**src/rtl/lfsr_prog.sv**
```systemverilog
// rtl/lfsr_prog.sv - programmable-width maximal-length Fibonacci LFSR
// Supports seed load, clock enable, step counting, period tick, single-shot stop and zero-seed lockup protection.
module lfsr_prog #(
    parameter int WIDTH = 12,
    parameter int TAPS  = 0,
    parameter int SEED  = 1
) (
    input  logic             clk,
    input  logic             reset,
    input  logic             en,
    input  logic             load,
    input  logic [WIDTH-1:0] seed_in,
    input  logic             single,
    output logic [WIDTH-1:0] lfsr_out,
    output logic             max_tick,
    output logic [WIDTH-1:0] step_cnt,
    output logic             done,
    output logic             seed_err
);

    if (WIDTH < 4 || WIDTH > 16) begin : g_bad_width
        $error("lfsr_prog: WIDTH must be in 4..16");
    end

    if (SEED == 0) begin : g_bad_seed
        $error("lfsr_prog: SEED must be nonzero");
    end

    // Bit t-1 set for every 1-based tap position t.
    function automatic logic [15:0] table_mask(input int w);
        case (w)
            4:       return 16'h000C;
            5:       return 16'h0014;
            6:       return 16'h0030;
            7:       return 16'h0060;
            8:       return 16'h00B8;
            9:       return 16'h0110;
            10:      return 16'h0240;
            11:      return 16'h0500;
            12:      return 16'h0829;
            13:      return 16'h100D;
            14:      return 16'h2015;
            15:      return 16'h6000;
            16:      return 16'hD008;
            default: return 16'h0000;
        endcase
    endfunction

    localparam logic [31:0]      TAPS_VEC  = TAPS;
    localparam logic [31:0]      SEED_32   = SEED;
    localparam logic [15:0]      FULL_MASK = (TAPS != 0) ? TAPS_VEC[15:0] : table_mask(WIDTH);
    localparam logic [WIDTH-1:0] MASK      = FULL_MASK[WIDTH-1:0];
    localparam logic [WIDTH-1:0] SEED_VEC  = SEED_32[WIDTH-1:0];

    logic [WIDTH-1:0] state;
    logic [WIDTH-1:0] start;
    logic             feedback;
    logic [WIDTH-1:0] next_state;

    assign feedback   = ^(state & MASK);
    assign next_state = {state[WIDTH-2:0], feedback};
    assign lfsr_out   = state;

    always_ff @(posedge clk) begin
        if (!reset) begin
            state    <= SEED_VEC;
            start    <= SEED_VEC;
            step_cnt <= '0;
            max_tick <= 1'b0;
            done     <= 1'b0;
            seed_err <= 1'b0;
        end else if (load) begin
            // A zero seed would lock the register, so fall back to SEED and flag it.
            if (seed_in != '0) begin
                state <= seed_in;
                start <= seed_in;
            end else begin
                state    <= SEED_VEC;
                start    <= SEED_VEC;
                seed_err <= 1'b1;
            end
            step_cnt <= '0;
            max_tick <= 1'b0;
            done     <= 1'b0;
        end else if (en && !done) begin
            state <= next_state;
            if (next_state == start) begin
                max_tick <= 1'b1;
                step_cnt <= '0;
                if (single) begin
                    done <= 1'b1;
                end
            end else begin
                max_tick <= 1'b0;
                step_cnt <= step_cnt + WIDTH'(1);
            end
        end else begin
            max_tick <= 1'b0;
        end
    end

endmodule

```
**config.mk**
```make
export PLATFORM = sky130hd
export DESIGN_NAME = lfsr_prog
export DESIGN_NICKNAME = d
export VERILOG_FILES = /design/src/rtl/lfsr_prog.sv
export SDC_FILE = /design/constraint.sdc
export NUM_CORES = 1
export LEC_CHECK = 0
export ABC_AREA = 0
export CORE_UTILIZATION = 55
export CTS_BUF_LIST = sky130_fd_sc_hd__clkbuf_4 sky130_fd_sc_hd__clkbuf_8
export CTS_CLUSTER_DIAMETER = 200
export DETAILED_ROUTE_END_ITERATION = 7
export PLACE_DENSITY = 0.95
export RECOVER_POWER = 100
export SLEW_MARGIN = 40
export SYNTH_ARGS = -nofsm -noshare
export SYNTH_HDL_FRONTEND = slang
export SYNTH_SLANG_ARGS = --single-unit
```
**constraint.sdc**
```tcl
create_clock -name clk -period 2.8 [get_ports clk]
set_input_delay 0.28 -clock clk [delete_from_list [all_inputs] [get_ports clk]]
set_output_delay 0.28 -clock clk [all_outputs]
set_load 0.01 [all_outputs]
```
Yosys cells after proc, flatten, opt, wreduce, memory -nomap -nowiden:

Cells that the tools add are included.
W data, S select, Z words.

* equality and inequality tests: 1
* muxes and demuxes: 5
* shifts and indexed selects: 0
* multiply operators: 0
* add/sub/neg operators: 1
* order comparisons: 0
* div/mod/pow operators: 0
* bitwise logic cells: 3
* reductions and logical operators: 9

Operators by type and width (number)
* $mux W12: 4
* $add A12 B1 Y12 const B: 1
* $eq A12 B12 Y1: 1
* $reduce_bool A12 Y1: 1
* $reduce_xor A12 Y1: 1
* $not A1 Y1: 3
* $reduce_and A3 Y1: 1
* $reduce_or A3 Y1: 1
* $reduce_and A2 Y1: 1
* $reduce_bool A2 Y1: 1
* $reduce_or A2 Y1: 1
* $logic_and A1 B1 Y1: 1
* $logic_not A1 Y1: 1
* $mux W1: 1

* word-level logic and storage cells: 25
* bits of input ports: 17
* memory bits (writable): 0
* memories kept: 0
* bits in latches: 0
* memory bits (read-only): 0
* output and inout bits: 27
* bits in registers: 39

Longest topological paths before layout:

* depth after elaboration: 4
* mapped depth: 5

Worst setup path after synthesis:

Ideal clock, no wire load.

* path kind: register -> register
* start point: register state[3] (netlist: lfsr_out[3])
* end point: register step_cnt[0]
* clock period less this slack: 1.699 ns
* path buffers: 1
* data arrival time: 1.567 ns
* stages on the path, launching flop included: 6
* slack: 1.101 ns
* path through: dfxtp_1 xnor3_2 xnor2_1 nor4b_4 buf_6 nor3_1

* longest elaborated chain between the ends: 3

Ends and longest elaborated chain
* start, declared: line 55 `logic [WIDTH-1:0] state;`
* start signal, assigned: line 75 `state <= seed_in;`
* start signal, assigned: line 86 `state <= next_state;`
* $reduce_xor A12 Y1: line 60 `assign feedback = ^(state & MASK);`
* $eq A12 B12 Y1 (*): line 87 `if (next_state == start) begin`
* $mux W12 (*): line 87
* end signal, assigned: line 95 `step_cnt <= step_cnt + WIDTH'(1);`
* end, declared: line 16 `output logic [WIDTH-1:0] step_cnt,`

Mark *: on every way between the ends. The rest lies on a longest branch, timed or not.
A chain may end at the register's enable or synchronous reset.

Final worst setup path:

* start point: register state[3] (netlist: lfsr_out[3])
* end point: register max_tick

* longest elaborated chain between the ends: 3

Ends and longest elaborated chain
* $reduce_xor A12 Y1: line 60
* $eq A12 B12 Y1 (*): line 87
* $mux W1 (*): line 87
* end signal, assigned: line 69 `max_tick <= 1'b0;`
* end signal, assigned: line 88 `max_tick <= 1'b1;`
* end signal, assigned: line 94 `max_tick <= 1'b0;`
* end, declared: line 15 `output logic max_tick,`

Marks and branches as above.

==> impl_summary.log <==
[metrics] share of flip-flops with an asynchronous set or reset after synthesis: 0%
[metrics] fmax: 438 MHz
[metrics] startpoint type of the worst setup path: flip-flop
[metrics] crit share post-route: 81.6%
[metrics] Yosys warning total: 0
[metrics] Peak supply drop: 0.000347 V
[metrics] leftover overflow at the end of global routing: 0
[metrics] Worst Path Arrival: 2.57 ns
[metrics] sequential cell area in the final layout: 781 sq um
[metrics] Core Rows: 20
[metrics] I/O Buffers: 43
[metrics] post-synthesis sequential area ratio: 43.2%
[metrics] worst hold-check path type: flip-flop to flip-flop
[metrics] count of filler cells inserted in the layout: 221
[metrics] worst setup slack before clock tree synthesis: 0.647 ns
[metrics] Resize count post-CTS: 0
[metrics] clock sink count: 39
[metrics] transition time of the tightest slew-check pin: 1.05 ns
[metrics] share of cells above drive strength 1: 5.49%
[metrics] number of antenna violations at the first check in global routing: 0
[metrics] outcome: complete, no violations
[metrics] Worst-path clk slew: 0.10 ns
[metrics] GRT Util Overall: 25.9%
[metrics] total setup buffers inserted after CTS: 0
[metrics] Setup Skew: 0.00884 ns
[metrics] leakage: 0.000891 uW
[metrics] TritonCTS clock tree: built
[metrics] H-tree depth: 2
[metrics] gate count after technology mapping: 191
[metrics] crit path time final: 2.28 ns
[metrics] Most used DFF post-synth: sky130_fd_sc_hd__dfxtp_1
[metrics] unrepaired setup endpoints after global routing: false
[metrics] total number of nets in the final design: 254
[metrics] total non-filler cell area in the finished layout: 2320 sq um
[metrics] number of buffers inserted by hold repair at cts: 0
[metrics] total power divided by cell area: 451 nW/um^2
[metrics] Starting DRT DRC Count: 83
[metrics] clock latency reported for the late side of the worst-skew pair: 0.35 ns
[metrics] Max clock buf depth: 2
[metrics] number of primary I/O pins: 44
[metrics] worst-path maximum fanout: 13
[metrics] Chip Width: 59.4 um
[metrics] number of cells after detailed placement: 273
[metrics] area post-placement: 2280 sq um
[metrics] length of the first detailed-routing pass in iterations: 4
[metrics] Maximum Capacitance Violations: 0
[metrics] area of the multi-input gates: 970 sq um
[metrics] Avg Cell Area, Syn: 9.47 sq um
[metrics] Finished Layout Cells: 281
[metrics] vertical die dimension: 59.4 um
[metrics] post-detailed-placement half-perimeter wirelength: 2840 um
[metrics] setup violation total in the final timing report: 0
[metrics] starting utilization of the core area: 58.8%
[metrics] sum of routed wire length over all layers: 3830 um
[metrics] drt via density: 5.41
[metrics] data required time of the worst path: 3.09 ns
[metrics] final RePlAce weighted congestion: 0.757
[metrics] register bit count reported by yosys: 39
[metrics] Total Die Area: 3520 sq um
[metrics] residual antenna-violating net count after detailed routing: 0
[metrics] number of buffers inserted during clock tree synthesis: 5
[metrics] Final Hold Viols: 0
[metrics] number of global-route vias before repair: 1502
[metrics] final max-slew violation count: 0
[metrics] relative slew slack: 29.7%
[metrics] Synth Net Count: 209
[metrics] floorplan core area: 3080 sq um
[metrics] number of distinct library cells after synthesis: 31
[metrics] Root Buffer Master: sky130_fd_sc_hd__clkbuf_4
[metrics] post-synthesis cell area: 1810 sq um
[metrics] DRC: 0
[metrics] wire per inst: 13.6 um
[metrics] maximum number of pins on one net before global-route repair: 27
[metrics] Vias: 1519
[metrics] wire length of the first global-routing pass: 6670 um
[metrics] # diodes: 0
[metrics] sort of element at the end of the critical path: flip-flop
[metrics] type of the worst setup path: flip-flop to flip-flop
[metrics] relative area change from synthesis to final layout: 28.4%
[metrics] setup ws final: 0.516 ns
[metrics] count of flip-flops with a built-in enable after synthesis: 0
[metrics] TNS Setup: 0 ns
[final cells by class]
class	instances	area share, %
Inverter	2	0.323
Clock inverter	1	0.215
Timing Repair Buffer	47	19.5
Clock buffer	7	2.26
Tap cell	44	2.37
Multi-Input combinational cell	141	41.7
Sequential cell	39	33.6
[flip-flops by register name, summed over array words and instances (netlist names)]
signal and flops:
done 1, step_cnt 12, start 12, lfsr_out 12, max_tick 1, seed_err 1
[synthesized netlist by cell type, types with 2 or more instances]
| library cell | instances | area share (%) |
|---|---|---|
| sky130_fd_sc_hd__a21boi_0 | 5 | 2.1 |
| sky130_fd_sc_hd__a22o_1 | 7 | 3.4 |
| sky130_fd_sc_hd__and2_1 | 11 | 3.8 |
| sky130_fd_sc_hd__clkbuf_1 | 6 | 1.2 |
| sky130_fd_sc_hd__dfxtp_1 | 39 | 43 |
| sky130_fd_sc_hd__inv_1 | 2 | 0.42 |
| sky130_fd_sc_hd__mux2i_1 | 12 | 6.6 |
| sky130_fd_sc_hd__nand2_1 | 14 | 2.9 |
| sky130_fd_sc_hd__nand2b_1 | 7 | 2.4 |
| sky130_fd_sc_hd__nand3_1 | 2 | 0.55 |
| sky130_fd_sc_hd__nand4_1 | 7 | 2.4 |
| sky130_fd_sc_hd__nor2_1 | 5 | 1.0 |
| sky130_fd_sc_hd__nor2b_1 | 3 | 1.0 |
| sky130_fd_sc_hd__nor3_1 | 16 | 4.4 |
| sky130_fd_sc_hd__nor4_1 | 5 | 1.7 |
| sky130_fd_sc_hd__o21ai_0 | 12 | 3.3 |
| sky130_fd_sc_hd__xnor2_1 | 21 | 10 |
| sky130_fd_sc_hd__xor2_1 | 4 | 1.9 |
[worst max-delay path: stages, from the launching register on]
cell and delay (ns):
sky130_fd_sc_hd__dfxtp_1 0.42, sky130_fd_sc_hd__xnor3_2 0.48, sky130_fd_sc_hd__xnor2_1 0.20, sky130_fd_sc_hd__nor4b_2 0.87, sky130_fd_sc_hd__and2_2 0.27
[cell families (layout without fill, tap and decap cells)]
kind of cell	Yosys count	in the layout	share of synthesized area [%]
XOR/XNOR	26	26	13.4
buffers and inverters	11	57	2.77
multiplexers	12	12	6.64
flip-flops	39	39	43.2
adder cells (fa/ha/maj)	1	1	0.691
AO/OA/AOI/OAI	26	26	9.61
AND/OR/NAND/NOR	76	76	23.7
[power breakdown]
part	leakage, uW	internal [uW]	switching [uW]
logic	0.000536	88.5	73.5
registers	0.000319	576	22.5
clock network	0.0000361	117	170
total	0.000891	782	266
[through the flow]
stage	total power (uW)	hold WS [ns]	util, %
floorplan	708	0.406	-
finish	1050	0.502	75.5
CTS	1080	0.507	76.0
global route	1110	0.535	75.5
global placement	779	0.477	74.1
detailed placement	784	0.490	74.1
[placed cells by master, fill, tap and decap left out, drive strengths merged, types with 7 or more instances in the layout]
cell type and instances:
dfxtp 39, nor3 16, mux2i 12, nand2 14
clkbuf 9, dlygate4sd3 30, o21ai 12, nand2b 7
xnor2 21, and2 12, clkdlybuf4s50 13, a22o 7
nand4 7
[path summary, 6_finish.rpt]
kind                                  start        end  slack, ns  cells after the start
worst max-delay path            lfsr_out[3]   max_tick       0.52                      4
worst min-delay path              start[10]  start[10]       0.50                      2
worst max register to register  lfsr_out[3]   max_tick       0.52                      4
worst min register to register    start[10]  start[10]       0.50                      2
[routing by layer]
layer | part of all wire (%) | GRT usage [%] | vias to the layer above
li1 | - | - | 755
met1 | 43 | 31.1 | 699
met2 | 50 | 44.0 | 57
met3 | 5.3 | 5.90 | 8
met4 | 1.7 | 11.2 | 0
met5 | 0 | 0 | -
(Power assumes the default switching activity.)
